<file path="src/rtl/seg_pkg.sv">
// Shared definitions for the 7-segment scan controller: active-low segment
// patterns ({g,f,e,d,c,b,a}) and the scan state encoding.
package seg_pkg;

  localparam logic [6:0] SEG_0    = 7'h40;
  localparam logic [6:0] SEG_1    = 7'h79;
  localparam logic [6:0] SEG_2    = 7'h24;
  localparam logic [6:0] SEG_3    = 7'h30;
  localparam logic [6:0] SEG_4    = 7'h19;
  localparam logic [6:0] SEG_5    = 7'h12;
  localparam logic [6:0] SEG_6    = 7'h02;
  localparam logic [6:0] SEG_7    = 7'h78;
  localparam logic [6:0] SEG_8    = 7'h00;
  localparam logic [6:0] SEG_9    = 7'h10;
  localparam logic [6:0] SEG_DASH = 7'h3F;
  localparam logic [6:0] SEG_OFF  = 7'h7F;

  typedef enum logic [1:0] {
    ST_IDLE  = 2'd0,
    ST_BLANK = 2'd1,
    ST_SHOW  = 2'd2
  } scan_state_e;

endpackage

</file>
<file path="src/rtl/bcd_to_7seg.sv">
// Combinational BCD to active-low 7-segment decoder; codes A..F show a dash.
module bcd_to_7seg
  import seg_pkg::*;
(
  input  logic [3:0] bcd,
  output logic [6:0] seg
);

  always_comb begin
    case (bcd)
      4'd0:    seg = SEG_0;
      4'd1:    seg = SEG_1;
      4'd2:    seg = SEG_2;
      4'd3:    seg = SEG_3;
      4'd4:    seg = SEG_4;
      4'd5:    seg = SEG_5;
      4'd6:    seg = SEG_6;
      4'd7:    seg = SEG_7;
      4'd8:    seg = SEG_8;
      4'd9:    seg = SEG_9;
      default: seg = SEG_DASH;
    endcase
  end

endmodule

</file>
<file path="src/rtl/seg_scan_controller.sv">
// Scans NDIG BCD digits onto a shared active-low 7-segment bus with a per-frame
// snapshot, leading-zero blanking and a blank guard interval at each slot start.
module seg_scan_controller
  import seg_pkg::*;
#(
  parameter int NDIG      = 4,
  parameter int SEL_W     = 6,
  parameter int SCAN_DIV  = 8,
  parameter int BLANK_CYC = 2,
  localparam int IDX_W    = (NDIG > 1) ? $clog2(NDIG) : 1,
  localparam int CNT_W    = $clog2(SCAN_DIV)
) (
  input  logic                clk,
  input  logic                rst,
  input  logic                en,
  input  logic                lz_en,
  input  logic [4*NDIG-1:0]   digits_in,
  output logic [SEL_W-1:0]    seg_sel,
  output logic [6:0]          seg_data,
  output logic [IDX_W-1:0]    digit_idx,
  output logic                frame_start
);

  // A slot starts in SHOW directly when there is no guard interval.
  localparam scan_state_e SLOT_FIRST = (BLANK_CYC == 0) ? ST_SHOW : ST_BLANK;

  scan_state_e        state_q, state_d;
  logic [CNT_W-1:0]   cnt_q, cnt_d;
  logic [IDX_W-1:0]   idx_q, idx_d;
  logic [4*NDIG-1:0]  snap_q, snap_d;
  logic [SEL_W-1:0]   sel_q, sel_d;
  logic [6:0]         data_q, data_d;
  logic               fs_q, fs_d;
  logic [3:0]         cur_digit;
  logic [6:0]         dec_seg;
  logic [NDIG-1:0]    blank_mask;
  logic               lead_zero;

  always_comb begin
    state_d = state_q;
    cnt_d   = cnt_q;
    idx_d   = idx_q;
    fs_d    = 1'b0;
    if (!en) begin
      state_d = ST_IDLE;
      cnt_d   = '0;
      idx_d   = '0;
    end else begin
      case (state_q)
        ST_IDLE: begin
          state_d = SLOT_FIRST;
          cnt_d   = '0;
          idx_d   = '0;
          fs_d    = 1'b1;
        end
        ST_BLANK: begin
          cnt_d = cnt_q + 1'b1;
          if (int'(cnt_q) == BLANK_CYC - 1) state_d = ST_SHOW;
        end
        ST_SHOW: begin
          if (int'(cnt_q) == SCAN_DIV - 1) begin
            cnt_d   = '0;
            state_d = SLOT_FIRST;
            if (int'(idx_q) == NDIG - 1) begin
              idx_d = '0;
              fs_d  = 1'b1;
            end else begin
              idx_d = idx_q + 1'b1;
            end
          end else begin
            cnt_d = cnt_q + 1'b1;
          end
        end
        default: begin
          state_d = ST_IDLE;
          cnt_d   = '0;
          idx_d   = '0;
        end
      endcase
    end
  end

  // Snapshot is taken on the same edge that enters the digit-0 slot, so the
  // decode path below already sees the new frame's data.
  assign snap_d = fs_d ? digits_in : snap_q;

  always_comb begin
    cur_digit  = 4'd0;
    blank_mask = '0;
    lead_zero  = 1'b1;
    for (int i = 0; i < NDIG; i++) begin
      if (IDX_W'(i) == idx_d) cur_digit = snap_d[4*i +: 4];
    end
    for (int i = NDIG - 1; i > 0; i--) begin
      lead_zero     = lead_zero && (snap_d[4*i +: 4] == 4'd0);
      blank_mask[i] = lead_zero;
    end
  end

  bcd_to_7seg u_dec (
    .bcd (cur_digit),
    .seg (dec_seg)
  );

  always_comb begin
    sel_d  = '1;
    data_d = SEG_OFF;
    if (state_d == ST_SHOW) begin
      sel_d[idx_d] = 1'b0;
      data_d       = (lz_en && blank_mask[idx_d]) ? SEG_OFF : dec_seg;
    end
  end

  always_ff @(posedge clk or posedge rst) begin
    if (rst) begin
      state_q <= ST_IDLE;
      cnt_q   <= '0;
      idx_q   <= '0;
      snap_q  <= '0;
      sel_q   <= '1;
      data_q  <= SEG_OFF;
      fs_q    <= 1'b0;
    end else begin
      state_q <= state_d;
      cnt_q   <= cnt_d;
      idx_q   <= idx_d;
      snap_q  <= snap_d;
      sel_q   <= sel_d;
      data_q  <= data_d;
      fs_q    <= fs_d;
    end
  end

  assign seg_sel     = sel_q;
  assign seg_data    = data_q;
  assign digit_idx   = idx_q;
  assign frame_start = fs_q;

endmodule

</file>
<file path="config.mk">
export PLATFORM = sky130hd
export DESIGN_NAME = seg_scan_controller
export DESIGN_NICKNAME = d
export VERILOG_FILES = /design/src/rtl/seg_pkg.sv /design/src/rtl/bcd_to_7seg.sv /design/src/rtl/seg_scan_controller.sv
export SDC_FILE = /design/constraint.sdc
export NUM_CORES = 1
export LEC_CHECK = 0
export ABC_AREA = 1
export BUFFER_PORTS_ARGS = -buffer_cell sky130_fd_sc_hd__buf_4
export CORE_MARGIN = 10
export CORE_UTILIZATION = 62
export CTS_BUF_LIST = sky130_fd_sc_hd__clkbuf_8
export DETAILED_ROUTE_END_ITERATION = 10
export GPL_ROUTABILITY_DRIVEN = 0
export PLACE_DENSITY = 0.87
export SLEW_MARGIN = 20
export SYNTH_ARGS = -nofsm -noshare
export SYNTH_HDL_FRONTEND = slang
export SYNTH_SLANG_ARGS = --single-unit
</file>
<file path="constraint.sdc">
create_clock -name clk -period 6.1 [get_ports clk]
set_input_delay 0.915 -clock clk [delete_from_list [all_inputs] [get_ports clk]]
set_output_delay 0.915 -clock clk [all_outputs]
set_load 0.01 [all_outputs]
</file>
==> impl_results.md <==
- PortBufs: 33
- Final hold viol count: 0
- Hold Path Class: flop to flop
- DR vias/cell: 5.048
- Overall Global Routing Usage: 15.08%
- Clk_lat worst skew: 290 ps
- Largest cells by area after synthesis: dfrtp_1 (28%), dfstp_2 (14%), nand2_1 (9.8%)
- Post-synthesis sequential element count: 35
- Hold wc startpoint: cnt_q[0]$_DFF_PP0_
- Worst EP required: 6310 ps
- Final setup viols: 0
- Cells after synthesis: 250
- Slowest cell on crit path: dfrtp_1
- Number of remaining DRC errors: 0
- Initial detailed-routing violation count: 116
- R2r endpoint: seg_data[5]$_DFF_PP1_
- Clk slew on worst S/H paths: 60 ps
- Initial core utilization: 63.76%
- Layout overhead on the synthesized area: 17.66%
- Static Leak: 1.279 nW
- Max Cap Violations: 0
- CP max FO: 12
- Status: complete, no violations
- CTS resizes: 0
- First-pass GRT wire length: between 7000 and 8000 µm
- DP HPWL: between 3000 and 4000 µm
- Commonest cells after routing, fill and taps aside: nand2_1 (55), nand3_1 (34), buf_4 (34)
- Reg2reg start: cnt_q[0]$_DFF_PP0_
- Slew Limit Fails: 0
- Clock power share: 36.6%
- CTS tree: built
- Final Non-Filler Cells: 332
- Seq/Total Area, Yosys: 42.15%
- Cell total after placement: approximately 320
- Final antenna-violating net count: 0
- # Post-CTS Setup Buffers: 0
- Fill count: 250
- Share of cells above drive strength 1: 34.62%
- Period minus WS final: roughly 2800 ps
- CP endpoint: seg_data[5]$_DFF_PP1_
- Post-synth top area share: approximately 28%
- CTS buffer count: 5
- CP startpoint kind: flop
- P_int: ~0.00042 W
- Largest net degree at the start of global routing: 36
- CP endpoint kind: flop
- Peak supply drop: 176.4 µV
- Remaining global-route overflow: 0
- Critical path origin: cnt_q[0]$_DFF_PP0_
- CP Cell Sequence: ha_1, ha_1, nor2_1, nor2_1, nand2_1, nand2_1, nand2_1, nor2_1, nand2_1, nand3_1, nor2_2, inv_1, ha_1, inv_1, nand2_1, nand3_1, nand3_1
- Initial DRT Pass Iterations: 4
- WL per Instance: 13.41 µm
- Core footprint: approximately 3300 µm²
- Pwr Density: 238.2 nW/µm²
- Sink Count: 35
- Maximum buffer depth of the clock tree: 2
- Final wirelength: 4453 µm
- Ports: 36
- RSZ-0062 raised after global routing: no
- Nets: between 300 and 400
- Synth area leader: dfrtp_1
- Clock root buffer: clkbuf_8
- Most frequent CP cell: nand2_1
- Die X: 78.35 µm
- Post-Syn Area: roughly 2100 µm²
- # diodes: 0
- Die height: 78.35 µm
- Netlist cell types: 28
- Htree depth: 2
- Hold_buf cts: 0
- R2R depth: 17
- WS Path Type: flop to flop
- Commonest non-fill, non-tap cell in the layout: nand2_1
- TNS Setup: 0 ps
- Syn Area/Cell: 8.443 µm²
- Seq pwr share: 43.1%
- Worst Skew: roughly 6.4 ps
- Die area: ~6100 µm²
- Switching Fraction: roughly 28%
- Reg-to-reg slack, setup: 3320 ps
- Via count: 1676
- Comb power frac: about a fifth
- Tcrit/Tclk final: between 40% and 50%
- Yosys Warn Count: 0
- Crit path DAT: 2990 ps
- Max incr delay on CP: 400 ps
- Row count: 21
- P_sw: 0.0001670 W
- Vias in the first global route: 1717
- Max Fclk: around 360 MHz
- Antenna violations before repair: 0
-- cell type report --
type | count | area [µm²] | area share (%)
clock inverter | 2 | 35.03 | 1.411
clock buffer | 6 | 82.58 | 3.325
sequential | 35 | 889.6 | 35.82
tap | 46 | 57.56 | 2.317
multi-input combinational | 167 | 1006 | 40.50
inverter | 42 | 157.7 | 6.348
timing repair buffer | 34 | 255.2 | 10.28
-- worst max-delay path: cells and delay by family, from the launching register on --
family	cells	cell delay, ps
AND/OR/NAND/NOR	12	1420
adder cells (fa/ha/maj)	3	710
flip-flops	1	400
buffers and inverters	2	170
-- synth_stat cells (all sizes together) --
cell type / n
nand2: 72
ha: 14
conb: 1
clkinv: 1
nand3: 41
inv: 41
a21oi: 2
dfstp: 11
o21ai: 9
dfrtp: 24
nand4: 3
nor2: 22
buf: 7
nand3b: 2
-- stage by stage --
step                      utilization, %  worst slack (ps)  hold WS, ps  total power, W  instance area (µm²)
after floorplan                        -              3794        435.0       0.0003499                 2115
after global placement             71.47              3416        454.4       0.0003737                 2366
after detailed placement           71.47              3302        460.5       0.0003788                 2366
after CTS                          75.02              3328        469.5       0.0005954                 2484
after global routing               75.02              3016        513.6       0.0006220                 2484
final                              75.02              3319        468.0       0.0005917                 2484
-- cells by family (layout without fill, tap and decap cells) --
group | count (synthesis) | after routing | synth area share (%)
flip-flops | 35 | 35 | 42.15
buffers and inverters | 49 | 84 | 10.37
adder cells (fa/ha/maj) | 14 | 14 | 8.299
AND/OR/NAND/NOR | 140 | 140 | 34.79
other | 1 | 2 | 0.1777
AO/OA/AOI/OAI | 11 | 11 | 4.208
-- flip-flops by register name (all words and copies together), names as in the netlist --
register / count
seg_sel: 4
frame_start: 1
state_q: 2
seg_data: 7
snap_q: 16
cnt_q: 3
digit_idx: 2
-- power by group through the flow --
stage          clock [W]  sequential, W  combinational, W
2_1_floorplan          0       0.000258         0.0000915
3_3_place_gp           0       0.000258          0.000115
3_5_place_dp           0       0.000259          0.000120
4_1_cts         0.000219       0.000255          0.000121
5_1_grt         0.000229       0.000257          0.000136
6_report        0.000216       0.000255          0.000120
-- worst min path at each step --
stage / end / slack [ps] / depth (start not counted)
final: cnt_q[0]$_DFF_PP0_ / 470 / 1
after global routing: cnt_q[0]$_DFF_PP0_ / 510 / 1
after CTS: cnt_q[0]$_DFF_PP0_ / 470 / 1
after detailed placement: cnt_q[0]$_DFF_PP0_ / 460 / 1
after global placement: cnt_q[0]$_DFF_PP0_ / 450 / 1
after floorplan: cnt_q[0]$_DFF_PP0_ / 430 / 1
-- per-layer routing --
| metal | track usage (%) | vias up | wire, µm |
|---|---|---|---|
| li1 | - | 838 | - |
| met1 | 16.72 | 793 | 1853 |
| met3 | 5.353 | 8 | 243 |
| met2 | 25.74 | 37 | 2287 |
| met4 | 6.093 | 0 | 68 |
| met5 | 0 | - | 0 |
Power figures use the tool's default switching activity.
